## src/rtl/mult_div_unit_pkg.sv

```systemverilog
// Shared definitions for the multiply/divide engine: FSM states, op codes
// and the default operand width used by the control unit and HI/LO regs.
package md_pkg;

  localparam int MD_WIDTH = 32;

  localparam logic MD_MULT = 1'b0;
  localparam logic MD_DIV  = 1'b1;

  typedef enum logic [2:0] {
    ST_IDLE,
    ST_MULT,
    ST_DIV,
    ST_FIX,
    ST_DONE
  } md_state_t;

endpackage

```

## src/rtl/mult_div_unit_if.sv

```systemverilog
// Request/result bundle between the multicycle control unit and the
// multiply/divide engine.
//
// Handshake: the master raises start for one cycle with op/a/b valid; the
// request is taken only while busy is low (engine in IDLE) and is silently
// dropped otherwise. The engine answers with a one-cycle done pulse;
// hi_out/lo_out are valid from that cycle and hold until the next result.
// A divide by zero answers with done and div0 together and leaves
// hi_out/lo_out untouched. state mirrors the engine FSM for observation.
interface mult_div_unit_if #(
  parameter int WIDTH = md_pkg::MD_WIDTH
);
  import md_pkg::*;

  logic             start;
  logic             op;
  logic [WIDTH-1:0] a;
  logic [WIDTH-1:0] b;
  logic             busy;
  logic             done;
  logic             div0;
  logic [WIDTH-1:0] hi_out;
  logic [WIDTH-1:0] lo_out;
  md_state_t        state;

  modport master (
    output start, op, a, b,
    input  busy, done, div0, hi_out, lo_out, state
  );

  modport slave (
    input  start, op, a, b,
    output busy, done, div0, hi_out, lo_out, state
  );

endinterface

```

## src/rtl/mult_div_unit.sv

```systemverilog
// Sequential signed multiply/divide engine feeding HI/LO.
// MULT: radix-2 Booth, one multiplier bit per cycle.
// DIV: restoring division on operand magnitudes, then one sign-fix cycle.
module mult_div_unit
  import md_pkg::*;
#(
  parameter int WIDTH = MD_WIDTH
) (
  input  logic           clk,
  input  logic           resert,
  mult_div_unit_if.slave bus
);

  localparam int            CW   = $clog2(WIDTH) + 1;
  localparam logic [CW-1:0] LAST = CW'(WIDTH - 1);

  md_state_t        state;
  logic [CW-1:0]    cnt;
  // Multiplicand for MULT, divisor magnitude for DIV.
  logic [WIDTH-1:0] mcand;
  // Booth accumulator: one guard bit so that subtracting the most negative
  // multiplicand cannot overflow.
  logic [WIDTH:0]   acc_hi;
  logic [WIDTH-1:0] acc_lo;
  logic             acc_q;
  logic [WIDTH-1:0] rem;
  logic [WIDTH-1:0] quot;
  logic             neg_q;
  logic             neg_r;
  logic             busy_r;
  logic             done_r;
  logic             div0_r;
  logic [WIDTH-1:0] hi_r;
  logic [WIDTH-1:0] lo_r;

  logic [WIDTH-1:0] a_mag;
  logic [WIDTH-1:0] b_mag;
  logic [WIDTH:0]   m_ext;
  logic [WIDTH:0]   booth_sum;
  logic [WIDTH:0]   booth_hi;
  logic [WIDTH-1:0] booth_lo;
  logic             booth_q;
  logic [WIDTH:0]   shifted;
  logic [WIDTH:0]   trial;
  logic [WIDTH-1:0] rem_nxt;
  logic [WIDTH-1:0] quot_nxt;
  logic [WIDTH-1:0] q_fix;
  logic [WIDTH-1:0] r_fix;

  // Operand magnitudes for division; |most negative| still fits unsigned.
  always_comb begin
    a_mag = bus.a[WIDTH-1] ? (-bus.a) : bus.a;
    b_mag = bus.b[WIDTH-1] ? (-bus.b) : bus.b;
  end

  // One Booth step: add/subtract multiplicand, then arithmetic shift right.
  always_comb begin
    m_ext     = {mcand[WIDTH-1], mcand};
    booth_sum = acc_hi;
    case ({acc_lo[0], acc_q})
      2'b01:   booth_sum = acc_hi + m_ext;
      2'b10:   booth_sum = acc_hi - m_ext;
      default: booth_sum = acc_hi;
    endcase
    booth_hi = {booth_sum[WIDTH], booth_sum[WIDTH:1]};
    booth_lo = {booth_sum[0], acc_lo[WIDTH-1:1]};
    booth_q  = acc_lo[0];
  end

  // One restoring step. The partial remainder stays below the divisor
  // (at most 2^(WIDTH-1)), so the shifted value fits in WIDTH bits and
  // bit WIDTH of the trial difference is a clean borrow.
  always_comb begin
    shifted = {rem, quot[WIDTH-1]};
    trial   = shifted - {1'b0, mcand};
    if (trial[WIDTH]) begin
      rem_nxt  = shifted[WIDTH-1:0];
      quot_nxt = {quot[WIDTH-2:0], 1'b0};
    end else begin
      rem_nxt  = trial[WIDTH-1:0];
      quot_nxt = {quot[WIDTH-2:0], 1'b1};
    end
  end

  // Sign fix: quotient truncates toward zero, remainder follows dividend.
  always_comb begin
    q_fix = neg_q ? (-quot) : quot;
    r_fix = neg_r ? (-rem) : rem;
  end

  // Control FSM and datapath registers; all outputs registered.
  always_ff @(posedge clk) begin
    if (!resert) begin
      state  <= ST_IDLE;
      cnt    <= '0;
      mcand  <= '0;
      acc_hi <= '0;
      acc_lo <= '0;
      acc_q  <= 1'b0;
      rem    <= '0;
      quot   <= '0;
      neg_q  <= 1'b0;
      neg_r  <= 1'b0;
      busy_r <= 1'b0;
      done_r <= 1'b0;
      div0_r <= 1'b0;
      hi_r   <= '0;
      lo_r   <= '0;
    end else begin
      done_r <= 1'b0;
      div0_r <= 1'b0;
      case (state)
        ST_IDLE: begin
          if (bus.start) begin
            busy_r <= 1'b1;
            cnt    <= '0;
            if (bus.op == MD_MULT) begin
              state  <= ST_MULT;
              mcand  <= bus.a;
              acc_hi <= '0;
              acc_lo <= bus.b;
              acc_q  <= 1'b0;
            end else if (bus.b == '0) begin
              state  <= ST_DONE;
              done_r <= 1'b1;
              div0_r <= 1'b1;
            end else begin
              state <= ST_DIV;
              mcand <= b_mag;
              rem   <= '0;
              quot  <= a_mag;
              neg_q <= bus.a[WIDTH-1] ^ bus.b[WIDTH-1];
              neg_r <= bus.a[WIDTH-1];
            end
          end
        end
        ST_MULT: begin
          acc_hi <= booth_hi;
          acc_lo <= booth_lo;
          acc_q  <= booth_q;
          cnt    <= cnt + CW'(1);
          if (cnt == LAST) begin
            state  <= ST_DONE;
            done_r <= 1'b1;
            hi_r   <= booth_hi[WIDTH-1:0];
            lo_r   <= booth_lo;
          end
        end
        ST_DIV: begin
          rem  <= rem_nxt;
          quot <= quot_nxt;
          cnt  <= cnt + CW'(1);
          if (cnt == LAST) begin
            state <= ST_FIX;
          end
        end
        ST_FIX: begin
          state  <= ST_DONE;
          done_r <= 1'b1;
          hi_r   <= r_fix;
          lo_r   <= q_fix;
        end
        ST_DONE: begin
          state  <= ST_IDLE;
          busy_r <= 1'b0;
          cnt    <= '0;
        end
        default: begin
          state  <= ST_IDLE;
          busy_r <= 1'b0;
        end
      endcase
    end
  end

  assign bus.busy   = busy_r;
  assign bus.done   = done_r;
  assign bus.div0   = div0_r;
  assign bus.hi_out = hi_r;
  assign bus.lo_out = lo_r;
  assign bus.state  = state;

endmodule

```

## src/flat_wrapper.sv

```systemverilog
// flat-port wrapper written by rule: the top's interface ports become plain ports
module mult_div_unit_flat import md_pkg::*;
#(
  parameter int WIDTH = MD_WIDTH
)
  (clk, resert, bus_start, bus_op, bus_a, bus_b, bus_busy, bus_done, bus_div0, bus_hi_out, bus_lo_out, bus_state);
  mult_div_unit_if #(.WIDTH(WIDTH)) bus_i ();
  input  logic clk;
  input  logic resert;
  input wire logic [$bits(bus_i.start)-1:0] bus_start;
  input wire logic [$bits(bus_i.op)-1:0] bus_op;
  input wire logic [$bits(bus_i.a)-1:0] bus_a;
  input wire logic [$bits(bus_i.b)-1:0] bus_b;
  output wire logic [$bits(bus_i.busy)-1:0] bus_busy;
  output wire logic [$bits(bus_i.done)-1:0] bus_done;
  output wire logic [$bits(bus_i.div0)-1:0] bus_div0;
  output wire logic [$bits(bus_i.hi_out)-1:0] bus_hi_out;
  output wire logic [$bits(bus_i.lo_out)-1:0] bus_lo_out;
  output wire logic [$bits(bus_i.state)-1:0] bus_state;
  assign bus_i.start = bus_start;
  assign bus_i.op = bus_op;
  assign bus_i.a = bus_a;
  assign bus_i.b = bus_b;
  assign bus_busy = bus_i.busy;
  assign bus_done = bus_i.done;
  assign bus_div0 = bus_i.div0;
  assign bus_hi_out = bus_i.hi_out;
  assign bus_lo_out = bus_i.lo_out;
  assign bus_state = bus_i.state;
  mult_div_unit #(.WIDTH(WIDTH)) u_core (.clk(clk), .resert(resert), .bus(bus_i));
endmodule
```

## config.mk

```make
export PLATFORM = sky130hd
export DESIGN_NAME = mult_div_unit_flat
export DESIGN_NICKNAME = d
export VERILOG_FILES = /design/src/rtl/mult_div_unit_pkg.sv /design/src/rtl/mult_div_unit_if.sv /design/src/rtl/mult_div_unit.sv /design/src/flat_wrapper.sv
export SDC_FILE = /design/constraint.sdc
export NUM_CORES = 1
export LEC_CHECK = 0
export CAP_MARGIN = 20
export CORE_AREA = 2 2 226 228
export CTS_BUF_LIST = sky130_fd_sc_hd__clkbuf_2
export CTS_CLUSTER_SIZE = 12
export DETAILED_ROUTE_END_ITERATION = 16
export DIE_AREA = 0 0 228 230
export DONT_BUFFER_PORTS = 1
export RECOVER_POWER = 100
export SETUP_SLACK_MARGIN = 0.3
export SLEW_MARGIN = 20
export SYNTH_ARGS = -nofsm -noshare
export SYNTH_HDL_FRONTEND = slang
export SYNTH_SLANG_ARGS = --single-unit
```

## constraint.sdc

```tcl
create_clock -name clk -period 4.25 [get_ports clk]
set_clock_uncertainty 0.1 [all_clocks]
set_input_delay 0.6375 -clock clk [delete_from_list [all_inputs] [get_ports clk]]
set_output_delay 0.6375 -clock clk [all_outputs]
set_load 0.05 [all_outputs]
```

==> metrics.md, run 1 <==
| Metric | Value |
|---|---|
| Remaining global-route overflow | 0 |
| Top post-synthesis cells by area | dfxtp_1 (28%), nand2_1 (8.2%), ha_1 (5.1%), xor2_1 (5.1%), xnor2_1 (4.7%) |
| Site Rows | 82 |
| Critical Path RT | 5020 ps |
| Dominant register cell in the synthesized netlist | dfxtp_1 |
| Largest net degree at the start of global routing | 76 |
| XOR/XNOR Fraction of Synth Area | 9.79% |
| Worst path depth | 14 |
| Initial antenna violation count | 2 |
| Clock sinks | between 200 and 250 |
| Max-cap viol count | 1 |
| Syn Std Cell Area | between 0.015 and 0.02 mm² |
| Final hold vios | 0 |
| Layout cells sized above 1 | 11.4% |
| Met2 Usage GRT | 40.3% |
| Nets | 2582 |
| M3 GR Usage | 7.22% |
| IO buf count | 0 |
| Post-detailed-route wirelength per cell | 21.8 µm |
| Leak Pwr | 0.00803 µW |
| Mux cell area share after synthesis | 2.57% |
| Failing checks | capacitance limit, slew limit |
| Power per cell area | between 300 and 400 mW/mm² |
| Worst-margin pin slew | 1550 ps |
| Slew margin rel. | -3.18% |
| Syn Nets | ~2400 |
| Vias in the first global route | 17325 |
| GR peak layer | met2 |
| Setup TNS | 0 ps |
| Combinational family with the most area after synthesis | compound AO/OA/AOI/OAI gates |
| Max incr delay on CP | 500 ps |
| Yosys top cell by area | dfxtp_1 |
| Worst Setup Start Kind | flip-flop |
| Share of the synthesized area in the top cell type | 27.7% |
| Max Slew Vio Count | 31 |
| R2R cell count | 14 |
| CP max stage cell | o31ai_1 |
| Simple-Gate Fraction of Synth Area | 22.3% |
| Post-synth EDFFs | 0 |
| CTS tree | built |
| Fmax | 0.247 GHz |
| Fill count | 5247 |
| Crit-path max FO | 8 |
| Die width | 228 µm |
| Worst Path Arrival | 4820 ps |
| Sequential area share after synthesis | roughly 28% |
| Drt first pass iters | 5 |
| Async S/R FF share, synth | 0% |
| DRT Wirelength | ~69000 µm |
| DP Cell Count | approximately 2900 |
| Routability cong. | 0.933 |
| Met1 usage | 32.0% |
| Die area | 0.0524 mm² |
| Post-Layout Cell Count | 3159 |
| Crit path kind | reg -> reg |
| Status | finished, violations left |
| CTS Buffer Depth | 3 |
| Buf+Inv Stages, Crit Path | 2 |
| Complex-gate fraction of the synthesized area | 27.1% |
| DRC viols | 0 |
| Reg clk slew, reported paths | around 130 ps |
| H-Tree Level Count | 3 |
| CP Cell Sequence | ha_1, mux2_1, fa_1, nor2b_1, o31a_1, clkbuf_1, a2111oi_2, buf_4, o31ai_1, a21boi_2, o21ai_0, xor2_1, a211oi_1, nor2_1 |
| Commonest cells after routing, fill and taps aside | nand2_1 (373), dfxtp_1 (235), nor2_1 (171), o21ai_0 (145), dlygate4sd3_1 (132) |
| First-pass GRT wire length | 104000 µm |
| Worst VDD drop | 195 µV |
| Routed Antenna Nets | 0 |
| Delay-heaviest family, CP | compound AO/OA/AOI/OAI gates |
| Hold Path Class | in -> reg |
| Crit end category | flip-flop |
| Fin crit share | 95.3% |
| Initial Util | ~35% |
| DP HPWL | ~50000 µm |
| Tot GR Track Use | 25.3% |
| Synth unique cells | 90 |
| Unrepaired setup endpoints after global routing | yes |
| Via count | 18392 |
| Core area | between 0.04 and 0.05 mm² |
| Setup Viol. Count Final | 0 |
| TritonCTS Buffers | 66 |
| First DRT Iteration DRCs | 1454 |
| Hold path cells | 6 |
| Most common cell after layout, fill and taps aside | nand2_1 |
| Num ports | 138 |
| Adder-cell share of the synthesized area | 5.38% |
| Chip height | approximately 230 µm |
| Root Buffer | clkbuf_2 |
| Tmin final | 4050 ps |
| Clk_lat worst skew | 1070 ps |
| Register bit count reported by yosys | between 200 and 250 |
| Syn. warnings | 0 |
| Post-Synthesis Cells | 2298 |
| Vias per cell | 5.82 |
| Mean Syn Cell Area | about 7.5 µm² |
| Area grow syn2layout | 19.3% |
==> worst min-delay path, cell delays in order <==
cell	delay (ps)
inv_1	60
ha_1	130
nand2_1	50
o211ai_1	80
o211ai_1	90
a21oi_1	140
==> final cells by class <==
cell class,count,area [µm²],share of cell area [%]
Antenna cell,4,10.0,0.0486
Tap cell,672,841,4.08
Clock buffer,94,470,2.28
Timing Repair Buffer,230,2100,10.2
Clock inverter,16,188,0.911
Inverter,65,245,1.19
Multi-Input combinational cell,1839,12000,58.0
Sequential cell,239,4790,23.3
==> synth_stat cells (all sizes together), types with 6 or more instances <==
master,number
a211o,6
a211oi,23
a21boi,18
a21o,25
a21oi,132
a22oi,18
a311oi,54
a31oi,23
a41oi,10
and2,18
and3,19
buf,32
clkbuf,123
dfxtp,239
ha,71
inv,65
mux2i,41
nand2,379
nand2b,22
nand3,62
nand4,15
nor2,175
nor2b,32
nor3,31
nor4,22
o2111ai,6
o211ai,68
o21a,11
o21ai,165
o21bai,7
o22ai,11
o31ai,45
o41ai,20
or3,20
or4,18
xnor2,93
xor2,100
==> path summary, 6_finish.rpt <==
| kind | from | to | slack [ps] |
|---|---|---|---|
| max | u_core.acc_lo[0] | u_core.bus.hi_out[19] | 200 |
| min | bus_a[0] | u_core.quot[1] | 60 |
| max reg2reg | u_core.acc_lo[0] | u_core.bus.hi_out[19] | 200 |
| min reg2reg | u_core.mcand[1] | u_core.mcand[1] | 380 |
==> layer usage <==
layer / part of all wire (%) / vias up
li1: - / 8661
met5: 0 / -
met3: 9.2 / 160
met1: 42 / 8774
met4: 4.0 / 0
met2: 44 / 797
==> timing repair <==
item	CTS	global route
pin swaps	8	45
buffers inserted	2	11
resized for setup	20	79
hold buffers	134	1
gates cloned	0	1
endpoints found under the setup margin	25	66
endpoints found under the hold margin	169	2
==> power by group <==
group	total, µW	internal (µW)	leakage [µW]	switching (µW)
clock network	1960	843	0.000484	1120
logic	2580	1060	0.00560	1510
registers	2580	2370	0.00195	216
total	7120	4270	0.00803	2850
==> flip-flops by register name, indices dropped and copies added, names as in the netlist <==
register and flops:
u_core.acc_hi 32, u_core.acc_lo 32, u_core.bus.hi_out 32, u_core.bus.lo_out 32, u_core.mcand 32, u_core.quot 32
u_core.rem 32, u_core.cnt 6, u_core.bus.state 3, u_core.acc_q 1, u_core.bus.busy 1, u_core.bus.div0 1
u_core.bus.done 1, u_core.neg_q 1, u_core.neg_r 1
==> cells by family after synthesis <==
kind of cell               count (synthesis)
AOI/OAI and AO/OA                        693
xor gates and xnor gates                 193
adders and majority gates                 73
buffers and inverters                    220
DFF                                      239
muxes                                     44
and+or+nand+nor                          836
==> through the flow <==
stage | hold WS, ps | instance area, µm² | setup WS (ps) | util (%) | total power [µW]
2_1_floorplan | 323 | 17300 | 305 | - | 4180
3_3_place_gp | 334 | 18100 | 134 | 36.4 | 4810
3_5_place_dp | 363 | 18100 | 117 | 36.4 | 4830
4_1_cts | 0.396 | 20200 | 261 | 40.6 | 6960
5_1_grt | 41.5 | 20600 | -6.85 | 41.3 | 7490
6_report | 59.8 | 20600 | 199 | 41.3 | 7120
(Power assumes the default switching activity.)
==> run 2: changes to the inputs <==
==> constraint.sdc (replaced) <==
create_clock -name clk -period 4.25 [get_ports clk]
set_clock_uncertainty 0.1 [all_clocks]
set_input_delay 0.425 -clock clk [delete_from_list [all_inputs] [get_ports clk]]
set_output_delay 0.425 -clock clk [all_outputs]
set_load 0.05 [all_outputs]
==> run 2 against run 1 <==
The flow now finishes without violations. Sequential cell count unchanged. Combinational power decreased by 2%. Critical path type is now in -> reg. Fmax is 0.92% higher. Die area is the same. Largest cell class unchanged. Worst hold slack gained 49 ps. Highest routed layer is now met5. Clock-buffer cell count grew 3.
==> metrics.md, run 2 (synthesis gave the netlist of run 1 again) <==
| Metric | Value |
|---|---|
| Status | finished clean |
| Buf+Inv Stages, Crit Path | 2 (unchanged) |
| Placed cell areas | 0.0181 mm² (-0.47%) |
| Net switching power | 2780 µW (-2.3%) |
| Initial Util | 34.6% (unchanged) |
| Total power | 6790 µW (-4.7%) |
| Clk_lat worst skew | 1030 ps (-40 ps) |
| Crit path setup slack, layout | 236 ps (+37.0 ps) |
| Switching share of total power | 41.0% (+1.0 points) |
| Max-cap viol count | 0 (-1) |
| Initial antenna violation count | 8 (+6) |
| Worst Path Arrival | 4820 ps (about the same) |
| Num ports | 138 (unchanged) |
| Remaining global-route overflow | 0 (unchanged) |
| CTS tree | built |
| Worst-margin pin slew | 1150 ps (-400 ps) |
| Setup Viol. Count Final | 0 (unchanged) |
| Area grow syn2layout | 19.5% |
| DP HPWL | 49000 µm (-0.94%) |
| Commonest cells after routing, fill and taps aside | nand2_1 (375), dfxtp_1 (234), nor2_1 (171), dlygate4sd3_1 (155), o21ai_0 (150) |
| Power per cell area | 329 mW/mm² (-4.9%) |
| Final Util | 41.4% (+0.073 points) |
| Most common cell after layout, fill and taps aside | nand2_1 |
| Root Buffer | clkbuf_2 |
| Die area | 0.0524 mm² (unchanged) |
| IO buf count | 0 (unchanged) |
| Fin crit share | 94.4% (-0.87 points) |
| Leak Pwr | 0.00805 µW (+0.22%) |
| Unrepaired setup endpoints after global routing | yes |
| Finished Cell Area | 0.0206 mm² (+0.18%) |
| Crit-path max FO | 31 (+23) |
| TritonCTS Buffers | 68 (+3.0%) |
| Worst Setup Start Kind | primary input |
| Max Slew Vio Count | 0 (-100%) |
| Tot GR Track Use | 25.1% (-0.16 points) |
| Vias in the first global route | 17536 (+1.2%) |
| Vias per cell | 5.80 (-0.44%) |
| CTS Buffer Depth | 3 (unchanged) |
| Final hold vios | 0 (unchanged) |
| Drt first pass iters | 5 (unchanged) |
| Routability cong. | 0.942 (+1.0%) |
| Crit end category | flip-flop |
| Hold Path Class | in -> reg |
| Nets | 2604 (+0.85%) |
| CP Cell Sequence | dlygate4sd3_1, or4_4, nor4_1, nor4b_1, nand3_2, o21ai_4, o31a_4, nor4_1, a221oi_1, nor2b_1, dlygate4sd3_1 |
| Reg clk slew, reported paths | 90 ps (-40 ps) |
| Worst VDD drop | 207 µV (+5.9%) |
| Tmin final | 4010 ps (-37.0 ps) |
| DRT Wirelength | 68200 µm (-0.99%) |
| Via count | 18432 (+0.22%) |
| Combinational Power Share | 37.4% (+1.2 points) |
| Int Pwr | 4000 µW (-6.3%) |
| Slew margin rel. | 23.4% (+27 points) |
| First DRT Iteration DRCs | 1537 (+5.7%) |
| Pre-CTS setup slack | 46.6 ps (-70.0 ps) |
| DRC viols | 0 (unchanged) |
| Critical Path RT | 5060 ps (+40 ps) |
| Routed Antenna Nets | 0 (unchanged) |
| Crit path kind | in -> reg |
| H-Tree Level Count | 3 (unchanged) |
| Setup TNS | 0 ps (unchanged) |
| Die width | 228 µm (unchanged) |
| Max incr delay on CP | 650 ps (+150 ps) |
| Largest net degree at the start of global routing | 66 (-13%) |
| Core area | 0.0499 mm² (unchanged) |
| First-pass GRT wire length | 104000 µm (about the same) |
| Fmax | 0.249 GHz (+0.92%) |
| Sequential Power Share | 38.0% (+1.7 points) |
| CP max stage cell | dlygate4sd3_1 |
| Delay-heaviest family, CP | simple AND/OR/NAND/NOR gates |
| Chip height | 230 µm (unchanged) |
| Clock power frac | 24.6% (-3.0 points) |
| Site Rows | 82 (unchanged) |
| Clock sinks | 239 (unchanged) |
| Layout cells sized above 1 | 11.0% (-0.44 points) |
| Post-detailed-route wirelength per cell | 21.4 µm (-1.6%) |
## run 2: routing by layer
| metal | up-vias | routed length, µm | global-route usage, % |
|---|---|---|---|
| li1 | 8694 | - | - |
| met1 | 8841 | 29900 | 33.1 |
| met2 | 757 | 30600 | 40.4 |
| met3 | 136 | 5420 | 5.43 |
| met4 | 4 | 2260 | 8.88 |
| met5 | - | 26 | 0 |
## run 2: path summary, 6_finish.rpt
kind / endpoint / startpoint / cells past startpoint / slack (ps)
min: u_core.acc_hi[5] / resert / 2 / 110
min reg2reg: u_core.mcand[1] / u_core.mcand[1] / 2 / 390
max reg2reg: u_core.bus.hi_out[10] / u_core.mcand[5] / 16 / 240
max: u_core.quot[31] / bus_b[9] / 11 / 240
## run 2: worst reg2reg max path: stages (launching register included)
cell           delay [ps]
dfxtp_2               350
nor4_4                320
and3_1                310
buf_4                 170
a31oi_1               110
xnor2_1               240
ha_1                  290
buf_4                 160
nand3_1               130
nor2_1                 60
a211oi_1              240
buf_4                 170
a21boi_0              130
o31ai_2               290
nor2_1                 70
o32ai_1               240
dlygate4sd3_1         600
## run 2: per-stage QoR
stage,cells,hold slack (ps)
after floorplan,2298,323
after global placement,2889,344
after detailed placement,2889,352
after CTS,3158,1.30
after global routing,3177,11.9
final,3180,108
## run 2: what timing repair did
item                                   in CTS  in global routing
endpoints found under the hold margin     210                  0
cloned                                      0                  0
setup endpoints to repair                  16                 48
setup buffers                               4                 14
hold buffers                              158                  0
gates resized for setup                    25                 69
pin swaps                                   9                 45
## run 2: layout make-up
cell class,instances,area (µm²)
inverters,65,245
well taps,672,841
clock inverters,10,56.3
flip-flops and latches,239,4790
multi-input cells,1839,11900
clock buffers,97,485
fillers,5215,29200
repair buffers,250,2280
diodes,8,20.0
## run 2: power by group through the flow
stage	sequential (µW)	combinational, µW	clock [µW]
2_1_floorplan	2560	1620	0
3_5_place_dp	2620	2170	0
3_3_place_gp	2620	2150	0
4_1_cts	2570	2410	1710
5_1_grt	2600	2750	1820
6_report	2580	2540	1670
